`src/rtl/vip_axi4_rd_responder.sv`:
```
// Behavioural AXI4 read-slave responder: queues AR requests and returns R bursts
// whose data is the beat byte address, with FIXED/INCR/WRAP beat addressing.
module vip_axi4_rd_responder #(
  parameter int unsigned            ID_WIDTH_P      = 4,
  parameter int unsigned            ADDR_WIDTH_P    = 32,
  parameter int unsigned            DATA_WIDTH_P    = 64,
  parameter int unsigned            USER_WIDTH_P    = 1,
  parameter int unsigned            AR_FIFO_DEPTH_P = 4,
  parameter logic [ADDR_WIDTH_P-1:0] ADDR_LIMIT_P   = 'h0001_0000
) (
  input  logic                    clk,
  input  logic                    rst_n,
  input  logic [ID_WIDTH_P-1:0]   arid,
  input  logic [ADDR_WIDTH_P-1:0] araddr,
  input  logic [7:0]              arlen,
  input  logic [2:0]              arsize,
  input  logic [1:0]              arburst,
  input  logic [USER_WIDTH_P-1:0] aruser,
  input  logic                    arvalid,
  output logic                    arready,
  output logic [ID_WIDTH_P-1:0]   rid,
  output logic [DATA_WIDTH_P-1:0] rdata,
  output logic [1:0]              rresp,
  output logic                    rlast,
  output logic [USER_WIDTH_P-1:0] ruser,
  output logic                    rvalid,
  input  logic                    rready
);

  localparam int unsigned PTR_W = $clog2(AR_FIFO_DEPTH_P);
  localparam logic [PTR_W:0] FULL_COUNT = (PTR_W+1)'(AR_FIFO_DEPTH_P);

  typedef struct packed {
    logic [ID_WIDTH_P-1:0]   id;
    logic [ADDR_WIDTH_P-1:0] addr;
    logic [7:0]              len;
    logic [2:0]              size;
    logic [1:0]              burst;
    logic [USER_WIDTH_P-1:0] user;
  } arEntry_t;

  typedef enum logic {IDLE, BURST} state_t;

  arEntry_t          fifo_q [AR_FIFO_DEPTH_P];
  logic [PTR_W-1:0]  wrPtr_q, rdPtr_q;
  logic [PTR_W:0]    count_q;
  logic              live_q;
  arEntry_t          head;
  logic              push, pop;

  state_t                  state_q;
  logic [ADDR_WIDTH_P-1:0] startAddr_q, curAddr_q;
  logic [7:0]              len_q, beatCnt_q;
  logic [2:0]              size_q;
  logic [1:0]              burst_q;
  logic                    rvalid_q, rlast_q;
  logic [1:0]              rresp_q;
  logic [ID_WIDTH_P-1:0]   rid_q;
  logic [USER_WIDTH_P-1:0] ruser_q;
  logic [DATA_WIDTH_P-1:0] rdata_q;

  logic [ADDR_WIDTH_P-1:0] bytes, wrapTotal, wrapLower, nextAddr_d;
  logic                    nextLast_d;

  function automatic logic [1:0] respFor(input logic [ADDR_WIDTH_P-1:0] a,
                                         input logic [1:0] b);
    return ((a >= ADDR_LIMIT_P) || (b == 2'b11)) ? 2'b10 : 2'b00;
  endfunction

  assign head    = fifo_q[rdPtr_q];
  assign arready = live_q && (count_q != FULL_COUNT);
  assign push    = arvalid && arready;
  assign pop     = (state_q == IDLE) && (count_q != '0);

  always_ff @(posedge clk) begin
    if (push) begin
      fifo_q[wrPtr_q] <= '{id: arid, addr: araddr, len: arlen, size: arsize,
                           burst: arburst, user: aruser};
    end
  end

  always_ff @(posedge clk) begin
    if (!rst_n) begin
      wrPtr_q <= '0;
      rdPtr_q <= '0;
      count_q <= '0;
      live_q  <= 1'b0;
    end else begin
      live_q <= 1'b1;
      if (push) wrPtr_q <= wrPtr_q + 1'b1;
      if (pop)  rdPtr_q <= rdPtr_q + 1'b1;
      case ({push, pop})
        2'b10:   count_q <= count_q + 1'b1;
        2'b01:   count_q <= count_q - 1'b1;
        default: count_q <= count_q;
      endcase
    end
  end

  // WRAP bounds come from the start address; lengths that are not a power of
  // two are deliberately processed with the same masking arithmetic.
  always_comb begin
    bytes      = ADDR_WIDTH_P'(1) << size_q;
    wrapTotal  = (ADDR_WIDTH_P'(len_q) + ADDR_WIDTH_P'(1)) << size_q;
    wrapLower  = startAddr_q & ~(wrapTotal - ADDR_WIDTH_P'(1));
    nextLast_d = ((beatCnt_q + 8'd1) == len_q);
    case (burst_q)
      2'b01:   nextAddr_d = (curAddr_q & ~(bytes - ADDR_WIDTH_P'(1))) + bytes;
      2'b10:   nextAddr_d = wrapLower +
                            ((curAddr_q + bytes - wrapLower) & (wrapTotal - ADDR_WIDTH_P'(1)));
      default: nextAddr_d = curAddr_q;
    endcase
  end

  always_ff @(posedge clk) begin
    if (!rst_n) begin
      state_q     <= IDLE;
      startAddr_q <= '0;
      curAddr_q   <= '0;
      len_q       <= '0;
      beatCnt_q   <= '0;
      size_q      <= '0;
      burst_q     <= '0;
      rvalid_q    <= 1'b0;
      rlast_q     <= 1'b0;
      rresp_q     <= 2'b00;
      rid_q       <= '0;
      ruser_q     <= '0;
      rdata_q     <= '0;
    end else begin
      case (state_q)
        IDLE: begin
          if (pop) begin
            startAddr_q <= head.addr;
            curAddr_q   <= head.addr;
            len_q       <= head.len;
            size_q      <= head.size;
            burst_q     <= head.burst;
            beatCnt_q   <= 8'd0;
            rid_q       <= head.id;
            ruser_q     <= head.user;
            rdata_q     <= DATA_WIDTH_P'(head.addr);
            rresp_q     <= respFor(head.addr, head.burst);
            rlast_q     <= (head.len == 8'd0);
            rvalid_q    <= 1'b1;
            state_q     <= BURST;
          end
        end
        BURST: begin
          if (rready) begin
            if (rlast_q) begin
              rvalid_q <= 1'b0;
              rlast_q  <= 1'b0;
              state_q  <= IDLE;
            end else begin
              curAddr_q <= nextAddr_d;
              beatCnt_q <= beatCnt_q + 8'd1;
              rdata_q   <= DATA_WIDTH_P'(nextAddr_d);
              rresp_q   <= respFor(nextAddr_d, burst_q);
              rlast_q   <= nextLast_d;
            end
          end
        end
        default: state_q <= IDLE;
      endcase
    end
  end

  assign rvalid = rvalid_q;
  assign rlast  = rlast_q;
  assign rresp  = rresp_q;
  assign rid    = rid_q;
  assign ruser  = ruser_q;
  assign rdata  = rdata_q;

endmodule

```
`config.mk`:
```
export PLATFORM = sky130hd
export DESIGN_NAME = vip_axi4_rd_responder
export DESIGN_NICKNAME = d
export VERILOG_FILES = /design/src/rtl/vip_axi4_rd_responder.sv
export SDC_FILE = /design/constraint.sdc
export NUM_CORES = 1
export LEC_CHECK = 0
export CAP_MARGIN = 20
export CORE_UTILIZATION = 35
export CTS_BUF_LIST = sky130_fd_sc_hd__clkbuf_8
export DETAILED_ROUTE_END_ITERATION = 8
export SETUP_SLACK_MARGIN = 0.4
export SYNTH_ARGS = -nofsm -noshare
export SYNTH_HDL_FRONTEND = slang
export SYNTH_SLANG_ARGS = --single-unit
```
`constraint.sdc`:
```
create_clock -name clk -period 11.1 [get_ports clk]
set_input_delay 1.11 -clock clk [delete_from_list [all_inputs] [get_ports clk]]
set_output_delay 1.11 -clock clk [all_outputs]
set_load 0.005 [all_outputs]
```
## Word level (Yosys, flattened, before mapping)

Memories as Yosys holds them, arrays and structs flattened. A register that Yosys moved wholly into a read port is not among the register bits.
Cells that the tools add are included.

- Bits in registers: 167
- Latch bits: 0
- Memory bits (writable): 200
- Bits in read-only memories: 0
- Input bits: 54
- Output and inout port bits: 74
- Word-level logic and storage cells: 101
- Memories kept: 1

- $add $sub $neg: 12
- $mul: 0
- Div/mod/pow operators: 0
- Magnitude comparators: 2
- Eq/ne operators: 12
- Shifts and indexed selects: 2
- Multiplexer cells: 37
- Bitwise logic cells: 6
- Reduce and logical (&&, ||, !) cells: 12

Memory list:

| name | words | width | read ports | clocked after Yosys merged registers in | write ports | RTL line | text |
|---|---|---|---|---|---|---|---|
| fifo_q | 4 | 50 | 1 | 1 | 1 | 44 | `arEntry_t fifo_q [AR_FIFO_DEPTH_P];` |

Operators by type and width:

| kind | number |
|---|---|
| 64-bit two-way mux | 3 |
| 32-bit one-hot mux with 2 select lines | 2 |
| 64-bit one-hot mux with 2 select lines | 1 |
| 32-bit adder | 3 |
| 32-bit bitwise AND | 3 |
| 32-bit two-way mux | 3 |
| 32-bit by 17-bit greater-or-equal comparator with 1-bit output, second input constant | 2 |
| 32-bit NOT | 2 |
| 32-bit by 1-bit subtractor with 32-bit output, second input constant | 2 |
| 1-bit by 3-bit << shifter with 32-bit output, first input constant | 1 |
| 9-bit by 3-bit << shifter with 32-bit output | 1 |
| 32-bit subtractor | 1 |
| 8-bit two-way mux | 3 |
| 8-bit one-hot mux with 2 select lines | 1 |
| 2-bit two-way mux | 7 |
| 1-bit two-way mux | 12 |
| 8-bit by 1-bit adder with 9-bit output, second input constant | 1 |
| 8-bit by 1-bit adder with 8-bit output, second input constant | 1 |
| 2-bit == test, second input constant | 4 |
| 8-bit == test | 1 |
| 8-bit zero test | 1 |
| 2-bit inequality test, second input constant | 3 |
| 1-bit one-hot mux with 2 select lines | 3 |
| 3-bit one-hot mux with 2 select lines | 1 |
| 14 further kinds | 21 |

## Depth between registers and ports, before layout

- Word-level depth: 15
- Mapped depth: 37
- Mapped depth without buffers: 34

## Worst setup path after synthesis

OpenSTA, ideal clock, no wires.

- Kind: register to register
- Start point: register len_q[1]
- End point: register curAddr_q[31]
- Setup time: 92 ps
- Arrival: 7729 ps
- Required time: 11008 ps
- Path slack: 3279 ps
- Cell stages (with the launch flop): 31
- Path buffers: 0
- Period minus slack after synthesis: 7821 ps
- Path through: dfxtp_1 -> ha_1 -> nand3_1 -> xnor2_1 -> a32o_1 -> a311o_1 -> o32ai_2 -> nand2_1 -> or4_4 -> or4_4 -> xnor2_1 -> nand2_1 -> ha_1 -> ha_1 -> or3_1 -> nor3_1 -> o31ai_1 -> o41ai_1 -> o21ai_0 -> xnor2_1 -> nor2_1 -> ha_1 -> a211o_1 -> a2111oi_0 -> a31o_2 -> o211ai_1 -> a2111oi_0 -> o21ai_0 -> mux2i_1 -> nor3_1 -> nor4_1

- Longest elaborated chain between the ends: 12

RTL lines:

| what | RTL line | text |
|---|---|---|
| start: declaration | 53 | `logic [7:0] len_q, beatCnt_q;` |
| start signal: assignment | 136 | `len_q <= head.len;` |
| 8-bit by 1-bit adder with 9-bit output (*) | 104 | `wrapTotal = (ADDR_WIDTH_P'(len_q) + ADDR_WIDTH_P'(1)) << size_q;` |
| 9-bit by 3-bit << shifter with 32-bit output (*) | 104 |  |
| 32-bit by 1-bit subtractor with 32-bit output (*) | 105, 110 |  |
| 32-bit NOT | 105 | `wrapLower = startAddr_q & ~(wrapTotal - ADDR_WIDTH_P'(1));` |
| 32-bit bitwise AND | 105 |  |
| 32-bit subtractor | 110 | `((curAddr_q + bytes - wrapLower) & (wrapTotal - ADDR_WIDTH_P'(1)));` |
| 32-bit bitwise AND | 110 |  |
| 32-bit adder (*) | 109 | `2'b10: nextAddr_d = wrapLower +` |
| 32-bit one-hot mux with 2 select lines (*) | 107 | `case (burst_q)` |
| 32-bit two-way mux (*) | 151 | `if (rlast_q) begin` |
| 32-bit two-way mux (*) | 150 | `if (rready) begin` |
| 32-bit one-hot mux with 2 select lines (*) | 131 | `case (state_q)` |
| end signal: assignment | 135 | `curAddr_q <= head.addr;` |
| end signal: assignment | 156 | `curAddr_q <= nextAddr_d;` |
| end: declaration | 52 | `logic [ADDR_WIDTH_P-1:0] startAddr_q, curAddr_q;` |

Every way passes the cells marked *; elsewhere a longest branch is shown, timed or not. The select of a mux whose other input is x is not followed.
A chain may end at the register's enable or synchronous reset.

## Final worst setup path

- Start point: register len_q[0]
- End point: register curAddr_q[31]

Same word-level chain as after synthesis.

==> impl_metrics.csv <==
group,metric,value,unit
grt,grt_antenna_before_repair,1,
clock_network,htree_levels,2,
place,port-buffer-count,94,
drt,drc_viols,0,
drt,detail_route.first_pass.iterations,5,
clock_network,tritoncts,"yes",
drt,routed_wl,52800,µm
final_layout,fillers,5053,
drt,ant_nets,0,
worst_setup_path,worst_ep_required_time,11.58,ns
die,die_area,53500,µm²
sta,grt_setup_unrepaired,"no",
sta,fin_setup_tns,0,ns
grt,pin_count_of_the_biggest_net_entering_global_routing,69,
sta,layout_worst_path_cycle_share,85.6,%
die,floorplan.die.width,231,µm
power_and_ir_drop,peakVddDrop,0.152,mV
yosys,postSynthAreaPerCell,9.94,µm²
final_layout,drive_above_1_share,8.67,%
clock_network,clock_insertion_delay_worst_skew,0.58,ns
drt,drt_first_iter_violations,1309,
final_layout,finalInstanceArea,20900,µm²
final_layout,antenna_cells_inserted,0,
die,rows,83,
status,status,"finished, final reports clean",
yosys,ys_async_sr_fraction,0,%
power_and_ir_drop,power_switching_share,47.0,%
clock_network,tritoncts.num_buffers,48,
run,cap_violations,0,
worst_setup_path,cp_slowest_cell,"sky130_fd_sc_hd__o41ai_1",
power_and_ir_drop,power.combinational.fraction,60.6,%
power_and_ir_drop,netSwitchingPower,0.00304,W
place,postPlaceCellArea,19900,µm²
place,place_hpwl,37600,µm
sta,fmax,105,MHz
die,floorplan.initialDensity,35.7,%
yosys,synth_top_cells_by_count,"sky130_fd_sc_hd__nand2_1 (238), sky130_fd_sc_hd__edfxtp_1 (200), sky130_fd_sc_hd__a21oi_1 (165)",
grt,first_global_vias,14203,
clock_network,cts_hold_buffers,0,
grt,wire_length_of_the_first_global_routing_pass,82200,µm
worst_setup_path,kind_of_end_point_of_the_critical_path,"register",
die,die_h,231,µm
sta,slew-limit-headroom,24.8,%
yosys,synth_cell_type_count,83,
final_layout,num-nets-final,2086,
grt,grt.total_usage,19.7,%
yosys,synth-warning-count,0,
yosys,synth_area_leaders,"sky130_fd_sc_hd__edfxtp_1 (33%), sky130_fd_sc_hd__dfxtp_1 (11%), sky130_fd_sc_hd__ha_1 (6.9%)",
clock_network,postCtsResizedCells,0,
power_and_ir_drop,power.leakage,7.55,nW
worst_setup_path,critPathMaxStageDelay,0.80,ns
sta,timing_worst_slew_pin_value,1.12,ns
worst_setup_path,worst-path-max-fanout,10,
yosys,synth_edf_count,200,
worst_setup_path,crit_path_start_kind,"register",
yosys,netlist_area_pre_place,18400,µm²
yosys,yosys.area.top_type_share,32.6,%
die,top_level_ports,128,
sta,timing.clock.skew,0.0196,ns
power_and_ir_drop,seqPwrFrac,24.6,%
yosys,dominantRegCellSynth,"sky130_fd_sc_hd__edfxtp_1",
yosys,synth.most_common_cell,"sky130_fd_sc_hd__nand2_1",
final_layout,synthToLayoutAreaGrowth,13.3,%
clock_network,clkTransAtPathRegs,0.07,ns
sta,report.final.hold_viol_count,0,
worst_setup_path,crit_type,"reg -> reg",
die,area_of_the_core,51600,µm²
yosys,synth_top_cell_by_area,"sky130_fd_sc_hd__edfxtp_1",
grt,grt_overflow_total,0,
sta,final-setup-viol-count,0,
clock_network,postCtsSetupBuffers,0,
sta,min_period,9.51,ns
drt,route.detailed.wl_per_inst,20.0,µm
drt,vias_per_cell,5.51,
final_layout,ff_latch_area,8090,µm²
yosys,synth_seq_cells,304,
worst_setup_path,cp.arrival,9.99,ns
place,gpl.final_weighted_congestion,0.936,
clock_network,clock-sinks,304,
final_layout,multiInputGateArea,9540,µm²
yosys,synth_cells,1852,
clock_network,cts.root.buffer_cell,"sky130_fd_sc_hd__clkbuf_8",
power_and_ir_drop,internal-power,0.00343,W
final_layout,final_core_util,40.4,%
power_and_ir_drop,clock_power_share,14.9,%
drt,num_vias,14554,
yosys,seq_area_frac_synth,43.9,%
power_and_ir_drop,powerDensity,310,nW/µm²
sta,timing.hold.ws,0.457,ns
clock_network,max-clock-path-buffers,3,
sta,slew_limit_fails,0,
worst_setup_path,critPathMostFrequentCell,"sky130_fd_sc_hd__ha_1",
min_path,timing.hold.worst.class,"reg -> reg",
worst paths after layout:
path	slack, ns	cells after the start	from	end
min	0.46	2	startAddr_q[1]$_SDFFE_PN0P_	startAddr_q[1]$_SDFFE_PN0P_
max	1.59	31	len_q[0]$_SDFFE_PN0P_	curAddr_q[31]$_SDFFE_PN0P_
min reg2reg	0.46	2	startAddr_q[1]$_SDFFE_PN0P_	startAddr_q[1]$_SDFFE_PN0P_
max reg2reg	1.59	31	len_q[0]$_SDFFE_PN0P_	curAddr_q[31]$_SDFFE_PN0P_
kinds of logic after synthesis:
kind of cell    synth area share (%)
simple gates                    15.7
compound gates                  16.1
flops                           43.9
buf+inv                         5.04
fa+ha+maj                       7.95
xor+xnor                        4.04
mux                             7.24
other cells                   0.0204
per-stage QoR:
step	worst slack (ns)	total power, W	std cells
after global placement	2.08	0.00542	2551
after global routing	0.992	0.00697	2640
after detailed placement	1.80	0.00545	2551
after CTS	1.77	0.00645	2640
after floorplan	3.28	0.00441	1884
final	1.59	0.00647	2640
power groups by stage:
| stage | sequential [W] | clock [W] | combinational [W] |
|---|---|---|---|
| global placement | 0.00161 | 0 | 0.00382 |
| floorplan | 0.00149 | 0 | 0.00292 |
| global route | 0.00161 | 0.00103 | 0.00433 |
| CTS | 0.00159 | 0.000988 | 0.00387 |
| finish | 0.00159 | 0.000964 | 0.00392 |
| detailed placement | 0.00161 | 0 | 0.00384 |
area by class of cell:
| class | instances | share of cell area (%) |
|---|---|---|
| well taps | 680 | 4.08 |
| repair buffers | 112 | 5.16 |
| inverters | 83 | 1.50 |
| multi-input cells | 1372 | 45.8 |
| flip-flops and latches | 304 | 38.8 |
| clock inverters | 35 | 1.13 |
| clock buffers | 54 | 3.56 |
sequential cells by signal (all words and copies together) (netlist names), named ones only:
signal and cells:
len_q 8, rdPtr_q 2, startAddr_q 32, rid 4, fifo_q 200, live_q 1
rlast 1, rresp 1, size_q 3, burst_q 2, rvalid 1, count_q 3
ruser 1, state_q 1, curAddr_q 32, wrPtr_q 2, beatCnt_q 8
metal layers:
metal	vias up	GRT usage, %	part of all wire, %
met5	-	0	0
met4	0	6.11	2.5
met3	93	3.00	6.2
met2	518	31.7	46
met1	6995	27.2	46
li1	6948	-	-
layout by cell type (no fill, tap or decap), types with 7 or more instances in the layout:
| master | Yosys | final |
|---|---|---|
| sky130_fd_sc_hd__a2111oi_0 | 12 | 12 |
| sky130_fd_sc_hd__nand2b_1 | 9 | 9 |
| sky130_fd_sc_hd__buf_4 | 33 | 18 |
| sky130_fd_sc_hd__or2_2 | 9 | 10 |
| sky130_fd_sc_hd__or3_1 | 16 | 16 |
| sky130_fd_sc_hd__clkbuf_8 | 0 | 54 |
| sky130_fd_sc_hd__dfxtp_1 | 104 | 101 |
| sky130_fd_sc_hd__o21bai_1 | 7 | 7 |
| sky130_fd_sc_hd__edfxtp_1 | 200 | 200 |
| sky130_fd_sc_hd__mux4_2 | 52 | 52 |
| sky130_fd_sc_hd__a211oi_1 | 29 | 29 |
| sky130_fd_sc_hd__a221oi_1 | 9 | 9 |
| sky130_fd_sc_hd__xnor2_1 | 45 | 45 |
| sky130_fd_sc_hd__nand4_1 | 19 | 19 |
| sky130_fd_sc_hd__clkdlybuf4s50_1 | 0 | 94 |
| sky130_fd_sc_hd__xor2_1 | 40 | 40 |
| sky130_fd_sc_hd__fa_1 | 10 | 10 |
| sky130_fd_sc_hd__nand3_1 | 43 | 43 |
| sky130_fd_sc_hd__nand2_1 | 238 | 238 |
| sky130_fd_sc_hd__conb_1 | 1 | 33 |
| sky130_fd_sc_hd__ha_1 | 101 | 100 |
| sky130_fd_sc_hd__and3_1 | 16 | 12 |
| sky130_fd_sc_hd__mux2i_1 | 14 | 14 |
| sky130_fd_sc_hd__a31oi_1 | 15 | 15 |
| sky130_fd_sc_hd__a21oi_1 | 165 | 165 |
| sky130_fd_sc_hd__o21a_1 | 17 | 17 |
| sky130_fd_sc_hd__and2_1 | 35 | 35 |
| sky130_fd_sc_hd__nor2_1 | 139 | 138 |
| sky130_fd_sc_hd__o21ai_0 | 75 | 75 |
| sky130_fd_sc_hd__nor2b_1 | 15 | 14 |
| sky130_fd_sc_hd__o31ai_1 | 10 | 10 |
| sky130_fd_sc_hd__inv_1 | 82 | 94 |
| sky130_fd_sc_hd__a21o_1 | 26 | 26 |
| sky130_fd_sc_hd__nor4_1 | 15 | 15 |
| sky130_fd_sc_hd__nor3_1 | 31 | 31 |
| sky130_fd_sc_hd__clkinv_1 | 0 | 11 |
| sky130_fd_sc_hd__o211ai_1 | 17 | 17 |
critical path, delay by kind of cell (launching register included):
family	cells	cell delay (ns)
mux	1	0.21
xor+xnor	3	0.72
compound gates	11	3.93
simple gates	12	2.73
fa+ha+maj	4	1.27
flops	1	0.56
No activity file was read; power rests on OpenSTA's default activity.
